<file path="src/rtl/placar_controle.sv">
// Two-team scoreboard controller: button edges become +/-1..3 point operations
// executed through an external shared adder, with range checking and an alarm pulse.
module placar_controle #(
    parameter int MAX_PONTOS    = 99,
    parameter int ALARME_CICLOS = 8
) (
    input  logic       clk,
    input  logic       rst_n,
    input  logic       btn_a,
    input  logic       btn_b,
    input  logic       btn_c,
    input  logic       sub_sel,
    input  logic       team_sel,
    input  logic       clr,
    output logic [6:0] add_a,
    output logic [1:0] add_b,
    output logic       add_cin,
    input  logic [6:0] add_s,
    input  logic       add_cout,
    output logic [6:0] score_t0,
    output logic [6:0] score_t1,
    output logic       busy,
    output logic       done,
    output logic       alarm
);

    localparam int CW = (ALARME_CICLOS < 1) ? 1 : $clog2(ALARME_CICLOS + 1);
    localparam logic [6:0]    MAX_S    = 7'(MAX_PONTOS);
    localparam logic [CW-1:0] ALM_LOAD = CW'(ALARME_CICLOS);

    typedef enum logic [1:0] {
        IDLE = 2'b00,
        EXEC = 2'b01,
        DONE = 2'b10
    } state_t;

    state_t        state_r, state_s;
    logic [2:0]    btn_r, btn_prev_r, evt_s;
    logic [1:0]    pts_r, pts_s;
    logic          sub_r, sub_s, team_r, team_s;
    logic [6:0]    t0_r, t0_s, t1_r, t1_s;
    logic [6:0]    add_a_r, add_a_s;
    logic [1:0]    add_b_r, add_b_s;
    logic          add_cin_r, add_cin_s;
    logic          busy_r, busy_s, done_r, done_s, alarm_r, alarm_s;
    logic [CW-1:0] alm_cnt_r, alm_cnt_s;
    logic          accept_s, reject_s;

    // Highest-weight button wins when several edges land together.
    function automatic logic [1:0] prio_pts(input logic [2:0] ev);
        logic [1:0] p;
        if (ev[2]) begin
            p = 2'd3;
        end else if (ev[1]) begin
            p = 2'd2;
        end else begin
            p = 2'd1;
        end
        return p;
    endfunction

    assign evt_s = btn_r & ~btn_prev_r;

    // Range check of the shared adder result for the latched operation.
    always_comb begin
        accept_s = 1'b0;
        if (sub_r) begin
            accept_s = add_cout;
        end else begin
            accept_s = (add_cout == 1'b0) && (add_s <= MAX_S);
        end
    end

    // Next-state and next-output logic of the operation FSM.
    always_comb begin
        state_s   = state_r;
        pts_s     = pts_r;
        sub_s     = sub_r;
        team_s    = team_r;
        t0_s      = t0_r;
        t1_s      = t1_r;
        add_a_s   = 7'd0;
        add_b_s   = 2'd0;
        add_cin_s = 1'b0;
        busy_s    = 1'b0;
        done_s    = 1'b0;
        reject_s  = 1'b0;
        case (state_r)
            IDLE: begin
                if (clr) begin
                    t0_s = 7'd0;
                    t1_s = 7'd0;
                end else if (evt_s != 3'b000) begin
                    pts_s     = prio_pts(evt_s);
                    sub_s     = sub_sel;
                    team_s    = team_sel;
                    state_s   = EXEC;
                    busy_s    = 1'b1;
                    add_a_s   = team_sel ? t1_r : t0_r;
                    add_b_s   = prio_pts(evt_s);
                    add_cin_s = sub_sel;
                end else begin
                    state_s = IDLE;
                end
            end
            EXEC: begin
                state_s = DONE;
                busy_s  = 1'b1;
                done_s  = 1'b1;
                if (accept_s) begin
                    if (team_r) begin
                        t1_s = add_s;
                    end else begin
                        t0_s = add_s;
                    end
                end else begin
                    reject_s = 1'b1;
                end
            end
            DONE: begin
                state_s = IDLE;
            end
            default: begin
                state_s = IDLE;
            end
        endcase
    end

    // Alarm countdown; a fresh rejection reloads the full length.
    always_comb begin
        alm_cnt_s = alm_cnt_r;
        if (reject_s) begin
            alm_cnt_s = ALM_LOAD;
        end else if (alm_cnt_r != {CW{1'b0}}) begin
            alm_cnt_s = alm_cnt_r - CW'(1);
        end else begin
            alm_cnt_s = {CW{1'b0}};
        end
        alarm_s = (alm_cnt_s != {CW{1'b0}});
    end

    // State, button history, scores and registered outputs.
    always_ff @(posedge clk or negedge rst_n) begin
        if (!rst_n) begin
            state_r    <= IDLE;
            btn_r      <= 3'b000;
            btn_prev_r <= 3'b000;
            pts_r      <= 2'd0;
            sub_r      <= 1'b0;
            team_r     <= 1'b0;
            t0_r       <= 7'd0;
            t1_r       <= 7'd0;
            add_a_r    <= 7'd0;
            add_b_r    <= 2'd0;
            add_cin_r  <= 1'b0;
            busy_r     <= 1'b0;
            done_r     <= 1'b0;
            alarm_r    <= 1'b0;
            alm_cnt_r  <= {CW{1'b0}};
        end else begin
            state_r    <= state_s;
            btn_r      <= {btn_c, btn_b, btn_a};
            btn_prev_r <= btn_r;
            pts_r      <= pts_s;
            sub_r      <= sub_s;
            team_r     <= team_s;
            t0_r       <= t0_s;
            t1_r       <= t1_s;
            add_a_r    <= add_a_s;
            add_b_r    <= add_b_s;
            add_cin_r  <= add_cin_s;
            busy_r     <= busy_s;
            done_r     <= done_s;
            alarm_r    <= alarm_s;
            alm_cnt_r  <= alm_cnt_s;
        end
    end

    assign add_a    = add_a_r;
    assign add_b    = add_b_r;
    assign add_cin  = add_cin_r;
    assign score_t0 = t0_r;
    assign score_t1 = t1_r;
    assign busy     = busy_r;
    assign done     = done_r;
    assign alarm    = alarm_r;

endmodule

</file>
<file path="config.mk">
export PLATFORM = sky130hd
export DESIGN_NAME = placar_controle
export DESIGN_NICKNAME = d
export VERILOG_FILES = /design/src/rtl/placar_controle.sv
export SDC_FILE = /design/constraint.sdc
export NUM_CORES = 1
export LEC_CHECK = 0
export CORE_MARGIN = 2
export CORE_UTILIZATION = 51
export DETAILED_ROUTE_END_ITERATION = 6
export PLACE_DENSITY = 0.79
export SLEW_MARGIN = 5
export SYNTH_ARGS = -nofsm -noshare
export SYNTH_HDL_FRONTEND = slang
export SYNTH_SLANG_ARGS = --single-unit
</file>
<file path="constraint.sdc">
create_clock -name clk -period 5.1 [get_ports clk]
set_input_delay 0.765 -clock clk [delete_from_list [all_inputs] [get_ports clk]]
set_output_delay 0.765 -clock clk [all_outputs]
set_load 0.005 [all_outputs]
</file>
==> run_results.csv, run 1 <==
group,metric,value,unit
synthesis,synth.top_cell.area_share,62.12,%
power,p_switching,0.2230,mW
placed_design,io_buffer_count,42,
worst_setup_path,reg2regPathDepth,4,
synthesis,async_flop_share,100.0,%
worst_setup_path,critical_path_peak_fanout,3,
synthesis,synth_nets,146,
synthesis,synthMuxAreaShare,15.08,%
floorplan,die_y,60.91,um
synthesis,ys_warn_count,0,
min_path,worst_hold_path_type,"register to register",
run_status,status,"finished clean",
power,vdd_drop_max,0.2238,mV
power,p_sw_share,29.17,%
sta,fin_crit_sh,43.57,%
synthesis,synthSimpleGateAreaFrac,12.35,%
layout,fin_util,69.76,%
sta,fin_crit,2222,ps
cts,htree_levels,2,
synthesis,syn-cell-area,0.001652,mm2
synthesis,synth_top_family_by_area,"multiplexers",
worst_setup_path,endpoint_kind,"register",
synthesis,synth_top_area_cell,"dfrtp_1",
sta,fin_setup_tns,0,ps
global_routing,grt_pass1_wl,5354,um
synthesis,netlist_top_cells_count,"41 x dfrtp_1, 15 x mux2_2, 14 x nor2_1",
floorplan,die_width,60.91,um
placed_design,pre_cts_slack,2536,ps
sta,fmax,0.4501,GHz
sta,setup_ws,2878,ps
detailed_routing,routed_via_density,5.142,
synthesis,ys_seq_area_share,62.12,%
sta,rsz0062_at_grt,"no",
detailed_routing,ant_nets,0,
cts,hold_buffers,0,
power,combPwrFrac,26.9,%
min_path,min-delay-start,"btn_r[2]$_DFF_PN0_",
placed_design,gp_congestion,0.7747,
cts,clk_latency,350,ps
power,power_leakage,1.019,nW
cts,clk_path_buf_depth,2,
cts,numCtsBuffers,5,
detailed_routing,num_vias,1126,
min_path,hold_path_depth,0,
cts,cts_root_buffer,"clkbuf_4",
sta,holdWs,388.7,ps
synthesis,synth.area.top_cells,"dfrtp_1 62%, mux2_2 10%, mux2i_1 4.8%",
worst_setup_path,arrival,2450,ps
layout,fin_area,0.002147,mm2
worst_setup_path,crit_required,5330,ps
global_routing,grt_overflow,0,
detailed_routing,drt_pass1_iterations,4,
synthesis,synth-compound-area-share,6.894,%
cts,cts.repair.resized,0,
sta,report.final.slew_viol_count,0,
layout,syn_to_final_growth,30.00,%
synthesis,ys.flop_type,"dfrtp_1",
placed_design,dpl-instance-area,0.002098,mm2
sta,worstMarginPinSlew,881.4,ps
synthesis,ys_ff_latch,41,
floorplan,die_area,0.003709,mm2
placed_design,dp_cells,211,
synthesis,synthCells,129,
synthesis,syn_avg_cell_area,12.80,um2
floorplan,core_area,0.003078,mm2
worst_setup_path,crit-reg2reg-capture,"alarm$_DFF_PN0_",
worst_setup_path,crit_type,"input port to register",
synthesis,synth_xor_area_share,0,%
floorplan,design.portCount,43,
power,p_total,0.7645,mW
power,seq_power_share,53.3,%
min_path,min_to,"btn_prev_r[2]$_DFF_PN0_",
sta,hold_viol,0,
cts,cts_tree,"yes",
power,power_density,356.1,mW/mm2
synthesis,synth_fa_ha_area_share,0.7576,%
cts,postCtsSetupBuffers,0,
detailed_routing,drc,0,
placed_design,dpl.hpwl,2380,um
global_routing,antenna_found_initial,0,
run,cap_viol_max_count,0,
global_routing,grt_start_max_net_pins,42,
layout,final_cell_count_no_fill,219,
layout,n_fill_cell,223,
sta,finalSetupViolCount,0,
global_routing,grt_usage,20.67,%
power,clkPwrFrac,19.8,%
synthesis,synthDistinctLibCells,33,
synthesis,synth_edf_count,0,
power,intPower,0.5415,mW
synthesis,yosysMostFrequentCell,"dfrtp_1",
cts,clkSinkCount,41,
worst_setup_path,r2r_setup_slack,3330,ps
floorplan,placementRows,20,
detailed_routing,wl_per_cell,14.99,um
layout,n_antenna_cell,0,
layout,drive_gt1_share,14.86,%
floorplan,start_util,53.66,%
detailed_routing,wirelength,3283,um
sta,slew_headroom,41.24,%
detailed_routing,first_iter_violations,23,
sta,finalClockSkew,6.309,ps
worst_setup_path,r2r_start,"sub_r$_DFFE_PN0P_",
layout,nets,191,
global_routing,grt_pass1_vias,1095,
worst_setup_path,critPathLaunchType,"input port",
cts,clk_pin_slew,110,ps
==> worst max-delay path, cell delays in order <==
cell and delay [ps]:
clkdlybuf4s50_1 450, o311a_1 340, o211a_1 250, a211o_1 260, or3_1 380
==> cells in the final DEF (no fill, tap or decap), types with 2 or more instances in the layout <==
cell type,Yosys,layout
nor3_1,2,2
inv_1,6,6
a31oi_1,2,2
nand2_2,2,2
mux2_2,15,15
clkbuf_4,0,5
nor2b_1,3,3
mux2i_1,8,8
and2b_1,2,2
a211o_1,3,3
clkdlybuf4s50_1,0,41
and2_1,6,6
clkbuf_1,1,3
or3_1,3,3
dfrtp_1,41,41
nor2_1,14,14
a21oi_1,2,2
nand2_1,2,2
==> cell families (layout without fill, tap and decap cells) <==
group / after synthesis / after routing
flops: 41 / 41
buf+inv: 10 / 56
fa+ha+maj: 1 / 1
compound gates: 15 / 15
mux: 23 / 23
simple gates: 39 / 39
==> cell type report <==
| type | count | area [um2] | area share [%] |
|---|---|---|---|
| multi-input combinational | 78 | 579.3 | 26.98 |
| tap | 44 | 55.05 | 2.564 |
| inverter | 6 | 22.52 | 1.049 |
| sequential | 41 | 1026 | 47.79 |
| timing repair buffer | 42 | 415.4 | 19.35 |
| clock buffer | 8 | 48.80 | 2.273 |
==> how the worst max path moves through the flow <==
stage / cells past startpoint / slack [ps] / startpoint / to
2_1_floorplan: 4 / 3080 / add_s[4] / alarm$_DFF_PN0_
5_1_grt: 5 / 2840 / add_s[3] / alarm$_DFF_PN0_
6_report: 5 / 2880 / add_s[3] / alarm$_DFF_PN0_
3_5_place_dp: 5 / 2540 / add_cout / alarm$_DFF_PN0_
3_3_place_gp: 5 / 2550 / add_s[4] / alarm$_DFF_PN0_
4_1_cts: 5 / 2890 / add_s[3] / alarm$_DFF_PN0_
==> layer usage <==
layer  vias to the layer above  part of all wire [%]  global-route usage [%]
li1                        531                     -                       -
met4                         0                   2.0                   10.25
met3                         7                   3.4                   4.478
met1                       564                    42                   26.65
met5                         -                     0                       0
met2                        24                    52                   33.18
==> flip-flops by register name, indices dropped and copies added, names as in the netlist <==
register    count
add_a           7
score_t0        7
score_t1        7
alm_cnt_r       4
btn_prev_r      3
btn_r           3
add_b           2
state_r         2
add_cin         1
alarm           1
busy            1
done            1
sub_r           1
team_r          1
==> power by group through the flow <==
stage | Clock (mW) | Sequential, mW | Combinational, mW
global route | 0.168 | 0.414 | 0.233
finish | 0.151 | 0.408 | 0.206
CTS | 0.157 | 0.407 | 0.209
global placement | 0 | 0.409 | 0.195
detailed placement | 0 | 0.413 | 0.205
floorplan | 0 | 0.407 | 0.119
Note: power is estimated with default switching activity, not from simulation.
==> inputs of run 2 (changes only) <==
--- a/config.mk
+++ b/config.mk
@@ -6,9 +6,9 @@
 export NUM_CORES = 1
 export LEC_CHECK = 0
 export CORE_MARGIN = 2
-export CORE_UTILIZATION = 51
+export CORE_UTILIZATION = 47
 export DETAILED_ROUTE_END_ITERATION = 6
-export PLACE_DENSITY = 0.79
+export PLACE_DENSITY = 0.74
 export SLEW_MARGIN = 5
 export SYNTH_ARGS = -nofsm -noshare
 export SYNTH_HDL_FRONTEND = slang
==> constraint.sdc (replaced) <==
create_clock -name clk -period 2.3 [get_ports clk]
set_input_delay 0.345 -clock clk [delete_from_list [all_inputs] [get_ports clk]]
set_output_delay 0.345 -clock clk [all_outputs]
set_load 0.005 [all_outputs]
==> run 2 against run 1 <==
Cell count up 1.4%. Global-route usage down 2.7 points. Non-clock buffer count up 1. Sequential power up 120%. Power up 130%. Via count down 0.89%. Combinational power up 120%. Critical path depth unchanged. Final area up 1.5%. Register-to-register slack worse by 2800 ps. Die area up 8.0%. Largest power group unchanged. Highest routed layer unchanged.
==> run_results.csv, run 2 (synthesized netlist as in run 1, its figures left out) <==
group,metric,value,unit
run_status,status,"finished clean",
worst_setup_path,reg2regPathDepth,4,
placed_design,io_buffer_count,42,
layout,drive_gt1_share,17.05,%
global_routing,grt_start_max_net_pins,42,
floorplan,start_util,49.11,%
cts,clk_pin_slew,110,ps
cts,clk_path_buf_depth,2,
sta,finalClockSkew,3.814,ps
floorplan,die_y,63.28,um
min_path,worst_hold_path_type,"input port to asynchronous set/reset pin",
layout,n_fill_cell,295,
layout,multi_input_area,579.3,um2
floorplan,die_area,0.004004,mm2
worst_setup_path,crit_type,"input port to register",
sta,fin_crit,1797,ps
placed_design,dpl-instance-area,0.002108,mm2
layout,fin_util,64.77,%
floorplan,core_area,0.003363,mm2
cts,hold_buffers,0,
worst_setup_path,endpoint_kind,"register",
placed_design,pre_cts_slack,132.8,ps
floorplan,placementRows,21,
sta,fmax,0.5565,GHz
global_routing,grt_pass1_wl,5437,um
global_routing,antenna_found_initial,0,
floorplan,die_width,63.28,um
layout,nets,192,
power,power_leakage,1.038,nW
detailed_routing,ant_nets,0,
cts,cts_tree,"yes",
worst_setup_path,r2r_setup_slack,560,ps
placed_design,dpl.hpwl,2304,um
sta,rsz0062_at_grt,"no",
detailed_routing,wl_per_cell,13.87,um
power,power_density,801.6,mW/mm2
layout,syn_to_final_growth,31.89,%
global_routing,grt_usage,18.00,%
sta,finalSetupViolCount,0,
sta,slew_headroom,40.43,%
sta,setup_ws,503.0,ps
worst_setup_path,crit-reg2reg-capture,"alarm$_DFF_PN0_",
worst_setup_path,slowest_delay,440,ps
detailed_routing,first_iter_violations,34,
sta,report.final.slew_viol_count,0,
detailed_routing,routed_via_density,5.027,
cts,cts.repair.resized,0,
worst_setup_path,crit_required,2520,ps
cts,cts_root_buffer,"clkbuf_4",
global_routing,grt_pass1_vias,1131,
detailed_routing,num_vias,1116,
sta,fin_crit_sh,78.13,%
worst_setup_path,critical_path_peak_fanout,3,
worst_setup_path,critPathLaunchType,"input port",
sta,worstMarginPinSlew,893.5,ps
sta,fin_setup_tns,0,ps
placed_design,gp_congestion,0.7380,
detailed_routing,drc,0,
power,vdd_drop_max,0.5406,mV
layout,fin_area,0.002178,mm2
detailed_routing,drt_pass1_iterations,4,
sta,hold_viol,0,
worst_setup_path,arrival,2020,ps
floorplan,design.portCount,43,
detailed_routing,wirelength,3080,um
cts,clkSinkCount,41,
global_routing,grt_overflow,0,
layout,ff_latch_area,0.001026,mm2
cts,clk_latency,340,ps
layout,n_antenna_cell,0,
layout,final_cell_mix,"41 x dfrtp_1, 41 x clkdlybuf4s50_1, 15 x mux2_2",
worst_setup_path,cp_slowest_cell,"clkdlybuf4s50_1",
cts,postCtsSetupBuffers,0,
cts,numCtsBuffers,5,
worst_setup_path,crit_chain,"clkdlybuf4s50_1 -> o311a_1 -> o211a_1 -> a211o_1 -> or3_1",
run,cap_viol_max_count,0,
worst_setup_path,r2r_start,"sub_r$_DFFE_PN0P_",
cts,htree_levels,2,
[run 2: changes by cell type in the layout (fill, tap and decap cells not counted)]
| cell | previous run | this run |
|---|---|---|
| clkbuf_1 | 3 | 0 |
| clkinv_2 | 0 | 1 |
| clkbuf_8 | 0 | 2 |
| buf_4 | 0 | 1 |
[run 2: worst max path at each step]
| stage | from | end | slack [ps] |
|---|---|---|---|
| floorplan | sub_r$_DFFE_PN0P_ | alarm$_DFF_PN0_ | 690 |
| global route | add_s[4] | score_t0[2]$_DFFE_PN0P_ | 460 |
| detailed placement | add_s[4] | alarm$_DFF_PN0_ | 130 |
| CTS | add_s[4] | alarm$_DFF_PN0_ | 510 |
| global placement | add_s[4] | alarm$_DFF_PN0_ | 160 |
| finish | add_s[4] | alarm$_DFF_PN0_ | 500 |
[run 2: metrics by stage]
step / std cells / hold WS (ps) / power, mW
2_1_floorplan: 129 / 49.41 / 1.166
3_3_place_gp: 214 / 351.1 / 1.339
3_5_place_dp: 214 / 358.9 / 1.374
4_1_cts: 222 / 129.4 / 1.771
5_1_grt: 222 / 173.8 / 1.863
6_report: 222 / 121.0 / 1.746
[run 2: layout make-up]
class / instances / area share [%]
clock buffer: 7 / 2.987
sequential: 41 / 47.10
inverter: 6 / 1.034
timing repair buffer: 43 / 19.41
multi-input combinational: 78 / 26.59
tap: 46 / 2.642
clock inverter: 1 / 0.2298
[run 2: where the power goes]
| group | leakage, nW | total (mW) | internal, mW | switching (mW) |
|---|---|---|---|---|
| Sequential | 0.534 | 0.903 | 0.822 | 0.0805 |
| Clock | 0.0413 | 0.395 | 0.177 | 0.217 |
| Combinational | 0.463 | 0.448 | 0.258 | 0.191 |
| Total | 1.04 | 1.75 | 1.26 | 0.488 |
[run 2: layer usage]
metal | part of all wire (%) | GRT usage (%) | routed length (um)
met4 | 2.6 | 9.783 | 81
met3 | 4.7 | 4.286 | 145
met5 | 0 | 0 | 0
met1 | 46 | 23.56 | 1412
met2 | 47 | 27.79 | 1440
[run 2: worst max-delay path: cells and delay by family]
kind | cells | cell delay [ps]
buffers and inverters | 1 | 440
and+or+nand+nor | 1 | 380
AOI/OAI and AO/OA | 3 | 860
